===== src/rtl/key_incr_gen.sv =====
// key_incr_gen: turns a raw, bouncing pushbutton into clean single-cycle
// increment pulses, with an optional auto-repeat while the button is held.
// The button is synchronized by a two-flop chain, then a four-state FSM
// debounces both press and release and schedules the repeat pulses.
module key_incr_gen #(
    parameter int DEBOUNCE_CYCLES = 16,
    parameter int REPEAT_DELAY    = 64,
    parameter int REPEAT_PERIOD   = 16
) (
    input  logic clk,
    input  logic reset,
    input  logic btn_raw,
    output logic incr,
    output logic pressed
);

    // Counter widths: each counter only ever holds values up to its limit minus one.
    localparam int DB_W    = (DEBOUNCE_CYCLES > 1) ? $clog2(DEBOUNCE_CYCLES) : 1;
    localparam int RP_SPAN = (REPEAT_DELAY > REPEAT_PERIOD) ? REPEAT_DELAY : REPEAT_PERIOD;
    localparam int RP_W    = (RP_SPAN > 1) ? $clog2(RP_SPAN) : 1;

    // Terminal counts for debounce, first repeat, later repeats and saturation.
    localparam logic [DB_W-1:0] DB_LAST     = DB_W'(DEBOUNCE_CYCLES - 1);
    localparam logic [RP_W-1:0] DELAY_LAST  = RP_W'((REPEAT_DELAY > 0) ? (REPEAT_DELAY - 1) : 0);
    localparam logic [RP_W-1:0] PERIOD_LAST = RP_W'(REPEAT_PERIOD - 1);
    localparam logic [RP_W-1:0] RP_SAT      = RP_W'(RP_SPAN - 1);
    localparam bit              REPEAT_EN   = (REPEAT_DELAY > 0);

    typedef enum logic [1:0] {
        ST_IDLE,
        ST_PRESS_DB,
        ST_HELD,
        ST_RELEASE_DB
    } state_t;

    logic            r_syncMeta;
    logic            r_btnSync;
    logic            w_btnS;

    state_t          r_state;
    state_t          w_stateNext;
    logic [DB_W-1:0] r_dbCnt;
    logic [DB_W-1:0] w_dbCntNext;
    logic [RP_W-1:0] r_rpCnt;
    logic [RP_W-1:0] w_rpCntNext;
    logic            r_first;
    logic            w_firstNext;
    logic            r_incr;
    logic            w_incrNext;
    logic            r_pressed;
    logic            w_pressedNext;
    logic [RP_W-1:0] w_rpTarget;

    // Two-flop synchronizer bringing the asynchronous button into the clock domain.
    always_ff @(posedge clk) begin
        if (reset) begin
            r_syncMeta <= 1'b0;
            r_btnSync  <= 1'b0;
        end else begin
            r_syncMeta <= btn_raw;
            r_btnSync  <= r_syncMeta;
        end
    end

    assign w_btnS = r_btnSync;

    // The repeat counter aims for the initial delay first, then for the period.
    assign w_rpTarget = r_first ? DELAY_LAST : PERIOD_LAST;

    // Next-state logic: debounce both edges, emit the first pulse and schedule repeats.
    always_comb begin
        w_stateNext = r_state;
        w_dbCntNext = r_dbCnt;
        w_rpCntNext = r_rpCnt;
        w_firstNext = r_first;
        w_incrNext  = 1'b0;

        case (r_state)
            ST_IDLE: begin
                if (w_btnS) begin
                    w_stateNext = ST_PRESS_DB;
                    w_dbCntNext = '0;
                end
            end

            ST_PRESS_DB: begin
                if (!w_btnS) begin
                    w_stateNext = ST_IDLE;
                    w_dbCntNext = '0;
                end else if (r_dbCnt == DB_LAST) begin
                    w_stateNext = ST_HELD;
                    w_incrNext  = 1'b1;
                    w_rpCntNext = '0;
                    w_firstNext = 1'b1;
                end else begin
                    w_dbCntNext = r_dbCnt + DB_W'(1);
                end
            end

            ST_HELD: begin
                if (!w_btnS) begin
                    w_stateNext = ST_RELEASE_DB;
                    w_dbCntNext = '0;
                end else if (REPEAT_EN) begin
                    if (r_rpCnt == w_rpTarget) begin
                        w_incrNext  = 1'b1;
                        w_rpCntNext = '0;
                        w_firstNext = 1'b0;
                    end else if (r_rpCnt != RP_SAT) begin
                        w_rpCntNext = r_rpCnt + RP_W'(1);
                    end
                end
            end

            ST_RELEASE_DB: begin
                if (w_btnS) begin
                    w_stateNext = ST_HELD;
                    w_rpCntNext = '0;
                    w_firstNext = 1'b1;
                end else if (r_dbCnt == DB_LAST) begin
                    w_stateNext = ST_IDLE;
                    w_dbCntNext = '0;
                end else begin
                    w_dbCntNext = r_dbCnt + DB_W'(1);
                end
            end

            default: begin
                w_stateNext = ST_IDLE;
                w_dbCntNext = '0;
                w_rpCntNext = '0;
                w_firstNext = 1'b1;
            end
        endcase
    end

    // The debounced level follows the state that is about to be entered.
    assign w_pressedNext = (w_stateNext == ST_HELD) || (w_stateNext == ST_RELEASE_DB);

    // State, counters and registered outputs; reset returns everything to idle.
    always_ff @(posedge clk) begin
        if (reset) begin
            r_state   <= ST_IDLE;
            r_dbCnt   <= '0;
            r_rpCnt   <= '0;
            r_first   <= 1'b1;
            r_incr    <= 1'b0;
            r_pressed <= 1'b0;
        end else begin
            r_state   <= w_stateNext;
            r_dbCnt   <= w_dbCntNext;
            r_rpCnt   <= w_rpCntNext;
            r_first   <= w_firstNext;
            r_incr    <= w_incrNext;
            r_pressed <= w_pressedNext;
        end
    end

    assign incr    = r_incr;
    assign pressed = r_pressed;

endmodule

===== config.mk =====
export PLATFORM = sky130hd
export DESIGN_NAME = key_incr_gen
export DESIGN_NICKNAME = d
export VERILOG_FILES = /design/src/rtl/key_incr_gen.sv
export SDC_FILE = /design/constraint.sdc
export NUM_CORES = 1
export LEC_CHECK = 0
export CORE_MARGIN = 1
export CORE_UTILIZATION = 52
export DETAILED_ROUTE_END_ITERATION = 10
export GPL_ROUTABILITY_DRIVEN = 0
export GPL_TIMING_DRIVEN = 0
export MAX_ROUTING_LAYER = met4
export PLACE_DENSITY = 0.73
export SYNTH_ARGS = -nofsm -noshare
export SYNTH_HDL_FRONTEND = slang
export SYNTH_SLANG_ARGS = --single-unit

===== constraint.sdc =====
create_clock -name clk -period 1.7 [get_ports clk]
set_input_delay 0.255 -clock clk [delete_from_list [all_inputs] [get_ports clk]]
set_output_delay 0.255 -clock clk [all_outputs]
set_load 0.02 [all_outputs]

Word level (Yosys, flattened, before mapping)
Index checks and enable logic that the tools add are counted.
- bits in registers: 17
- input port bits: 3
- logic and storage cells: 67
- add/subtract/negate cells: 2
- equality and inequality tests: 18
- muxes and demuxes: 33
- reduce and logical (&&, ||, !) cells: 6
- operators with widths (operator ; count):
    $mux W6 ; 7
    $mux W4 ; 6
    $pmux W6 S3 ; 1
    $ne A2 B2 Y1 const B ; 8
    $pmux W4 S4 ; 1
    $mux W2 ; 6
    $reduce_and A6 Y1 ; 2
    $mux W1 ; 9
    $eq A2 B2 Y1 const B ; 4
    $pmux W2 S4 ; 1
    $add A6 B1 Y6 const B ; 1
    $eq A6 B6 Y1 ; 1
    $ne A3 B3 Y1 const B ; 2
    $ne A6 B6 Y1 const B ; 1
    $add A4 B1 Y4 const B ; 1
    $eq A4 B4 Y1 const B ; 1
    $reduce_and A4 Y1 ; 1
    $pmux W1 S3 ; 1
    $reduce_bool A3 Y1 ; 1
    $eq A2 B1 Y1 const B ; 1
    $logic_not A2 Y1 ; 1
    $pmux W1 S2 ; 1
    $logic_or A1 B1 Y1 ; 1

Logic depth before layout (Yosys ltp)
- word-level depth: 6
- depth in mapped cells: 8
- gate-level depth less buffers: 6

Worst setup path before layout
Ideal clock, no wire load.
- path type: register -> register
- from: reg r_state[0]
- to: reg r_rpCnt[2]
- setup time: 134 ps
- data arrival time: 1649 ps
- required time: 1566 ps
- setup slack: -83 ps
- stages on the path, launching flop included: 8
- cells stage by stage: dfxtp_1 > inv_1 > ha_1 > buf_6 > o21ba_2 > a211o_1 > o31ai_1 > a21oi_1
- word-level cells in the longest chain between the ends: 3
- elaborated cells between the ends (all ways): 11
- classes of those cells: eq/ne (8); mux (1); reduce/logical (2)
- RTL lines (element ; RTL line ; text):
    start: declaration ; 40 ; state_t r_state;
    start signal: assignment ; 150 ; r_state <= w_stateNext;
    $eq A2 B2 Y1 / $eq A2 B1 Y1 (equally long branches) ; 78 ; case (r_state)
    $ne A3 B3 Y1 (no line), or another cell as far along ; n/a ;
    $reduce_and A6 Y1 (no line) ; n/a ;
    end signal: assignment ; 152 ; r_rpCnt <= w_rpCntNext;
    end: declaration ; 44 ; logic [RP_W-1:0] r_rpCnt;
Parallel ways exist; a longest one is shown, timed or not.
A chain may end at the register's enable or synchronous reset.

Final worst setup path
- from: reg r_state[1]
- to: reg r_dbCnt[2]
- word-level cells in the longest chain between the ends: 3
- elaborated cells between the ends (all ways): 10
- classes of those cells: eq/ne (7); mux (1); reduce/logical (2)
- RTL lines (element ; RTL line ; text):
    $eq A2 B1 Y1, or another cell as far along ; 78 ;
    $ne A3 B3 Y1 (no line) / $ne A2 B2 Y1 (equally long branches) ; n/a ;
    $reduce_and A4 Y1 (no line) ; n/a ;
    end signal: assignment ; 151 ; r_dbCnt <= w_dbCntNext;
    end: declaration ; 42 ; logic [DB_W-1:0] r_dbCnt;
Parallel ways exist; a longest one is shown, timed or not.

==> out/summary.txt <==
critical path's slowest cell = or4b_4
FF-to-FF Start = r_state[1]
largest area contributor in the netlist = dfxtp_1
min setup slack post-route = 57.8 ps
detailed placement HPWL = 1.54 mm
vias per std cell = 6.19
minimum clock period = 1640 ps
FP Rows = 15
initial core utilization = 0.578
final setup vio count = 0
first-pass GRT wire length = 4.08 mm
met3 usage = 0.0346
Worst Setup End Kind = flop
startpoint types = flop
crit-path max FO = 7
I/O pin total = 5
Remaining Overflow, GRT = 0
Place WS = -229 ps
WL/cell = 15.0 um
maximum VDD drop = 909 uV
Yosys Warn Count = 0
vias in the first global route = 939
cells after synthesis = 122
final hold violation count = 0
CORE AREA = 1800 um^2
Clock Sinks = 17
Seq/Total Area, Yosys = 0.327
Synth Register Bits = 17
crit path cell chain = buf_4 > ha_4 > nor2_4 > a31oi_4 > or4b_4 > a21oi_2
critical path data required time = 1930 ps
largest cells by area after synthesis = dfxtp_1, ha_1, a21oi_1, nand4_1, nor2b_1
GR met2 Demand/Resource = 0.425
multi-input logic area = 766 um^2
I/O Buffers = 4
busiest layer in global routing = met2
Final Skew = 1.46 ps
largest net degree at the start of global routing = 11
Synth Area per Inst = 8.54 um^2
Static Leak = 0.442 nW
CTS tree = done
grt met1 use = 0.360
Buf/Inv on CP = 1
GRT Total Usage = 0.270
DRC errors left = 0
number of routed nets with antenna violations = 0
Largest delay share family, worst path = simple AND/OR/NAND/NOR gates
Worst Hold Launch = r_syncMeta
Final Max Slew Viols = 0
synthesis-to-finish area growth = 25.3%
die area = 2190 um^2
Crit Path Class = reg -> reg
DR pass1 iterations = 4
fmax = 0.609 GHz
Die X = 46.8 um
Post-synth EDFFs = 0
ant diodes = 0
initial antenna violation count = 0
CTS clk-pin slew, worst paths = 100 ps
top_reg_cell synth = dfxtp_1
max-cap violations = 0
Netlist cell types = 40
crit path from = r_state[1]
total CTS buffers = 3
worst slew pin tran = 553 ps
Max Root-Sink Buffers = 2
vias = 996
chip height = 46.8 um
WHS = 449 ps
CTS H-Tree Depth = 1
Clock Latency Late Sink = 290 ps
Total Nets Final = 147
Yosys top cell area share = 0.327
Worst slew margin = 0.632
status = finished clean
Initial DRC Count = 30
worst hold path type = reg -> reg
Reg area = 348 um^2
Root Driver = clkbuf_4
WP data arrival = 1880 ps
Pwr Density = 1060 nW/um^2
post-route clock period utilization = 0.966
ys async rst share = 0
hold_buf cts = 0
final wirelength = 2.41 mm
share of cells above drive strength 1 = 0.257
Cell Area, Synth = 1040 um^2
Synthesized Nets = 132
Layout fillers = 152
CP max stage delay = 520 ps
[Yosys cell counts (all sizes together) (2+ instances only)]
master  number
a31oi        4
nor2b        6
clkbuf       2
inv          5
a211oi       5
o211ai       3
and4         2
o31ai        2
nand2        5
nor2         9
nand3        4
nand4        6
dfxtp       17
or3          2
o21ai        9
buf          3
a21oi       11
ha           7
o221ai       2
and3         5
[metrics by stage]
stage               instance area [um^2]  TNS [ps]  utilization  total power, mW  instances
finish                              1310         0        0.725             1.38        161
global route                        1310     -8.33        0.725             1.47        161
CTS                                 1240         0        0.689             1.32        162
detailed placement                  1110     -1030        0.619            0.939        151
global placement                    1110      -854        0.619            0.926        151
floorplan                           1040         0            -            0.826        122
[layout by cell type (no fill, tap or decap), drive strengths merged, types with 2 or more instances in the layout]
cell | synthesis | layout
nand3 | 4 | 4
and4 | 2 | 2
o21ai | 9 | 9
nand2 | 5 | 5
ha | 7 | 7
o221ai | 2 | 2
dfxtp | 17 | 17
buf | 3 | 9
clkbuf | 2 | 6
clkdlybuf4s50 | 0 | 4
o211ai | 3 | 3
inv | 5 | 5
o31ai | 2 | 2
and3 | 5 | 5
or3 | 2 | 2
nor2 | 9 | 9
nand4 | 6 | 6
nor2b | 6 | 6
a211oi | 5 | 5
a31oi | 4 | 4
a21oi | 11 | 11
[layer usage]
metal | vias up | wire length, um
met3 | 2 | 60
met1 | 481 | 1130
li1 | 494 | -
met2 | 19 | 1200
met5 | - | 0
met4 | 0 | 19
[worst reg2reg max path: stages (launching register included)]
cell	delay, ps
dfxtp_4	370
buf_4	140
ha_4	180
nor2_4	130
a31oi_4	90
or4b_4	520
a21oi_2	140
[registers in the layout (all words and copies together), names as in the netlist]
register    cells
r_rpCnt         6
r_dbCnt         4
r_state         2
incr            1
pressed         1
r_btnSync       1
r_first         1
r_syncMeta      1
[logic make-up (layout without fill, tap and decap cells)]
family / count (synthesis) / after routing / share of synthesized area
AO/OA/AOI/OAI: 39 / 39 / 0.250
adder cells (fa/ha/maj): 7 / 7 / 0.0840
buffers and inverters: 10 / 24 / 0.0540
flip-flops: 17 / 17 / 0.327
multiplexers: 1 / 1 / 0.00960
AND/OR/NAND/NOR: 48 / 48 / 0.276
[where the power goes]
part	total [mW]	switching, mW	internal [mW]
clock network	0.222	0.131	0.0915
logic	0.693	0.364	0.330
registers	0.467	0.0304	0.436
[layout make-up]
type,count,share of cell area
Multi-Input combinational cell,95,0.586
Sequential cell,17,0.266
Timing Repair Buffer,12,0.0766
Tap cell,25,0.0239
Clock buffer,4,0.0201
Inverter,5,0.0144
Buffer,3,0.0125
[timing repair]
action | in CTS | in global routing
resized for setup | 12 | 16
buffers inserted | 7 | 1
gates cloned | 0 | 0
pin swaps | 7 | 5
setup endpoints to repair | 7 | 9
[final timing paths]
check | to | slack (ps) | cells past startpoint
setup / recovery | r_dbCnt[2] | 60 | 6
hold / removal | r_btnSync | 450 | 1
setup reg to reg | r_dbCnt[2] | 60 | 6
hold reg to reg | r_btnSync | 450 | 1
Note: power is estimated with default switching activity, not from simulation.
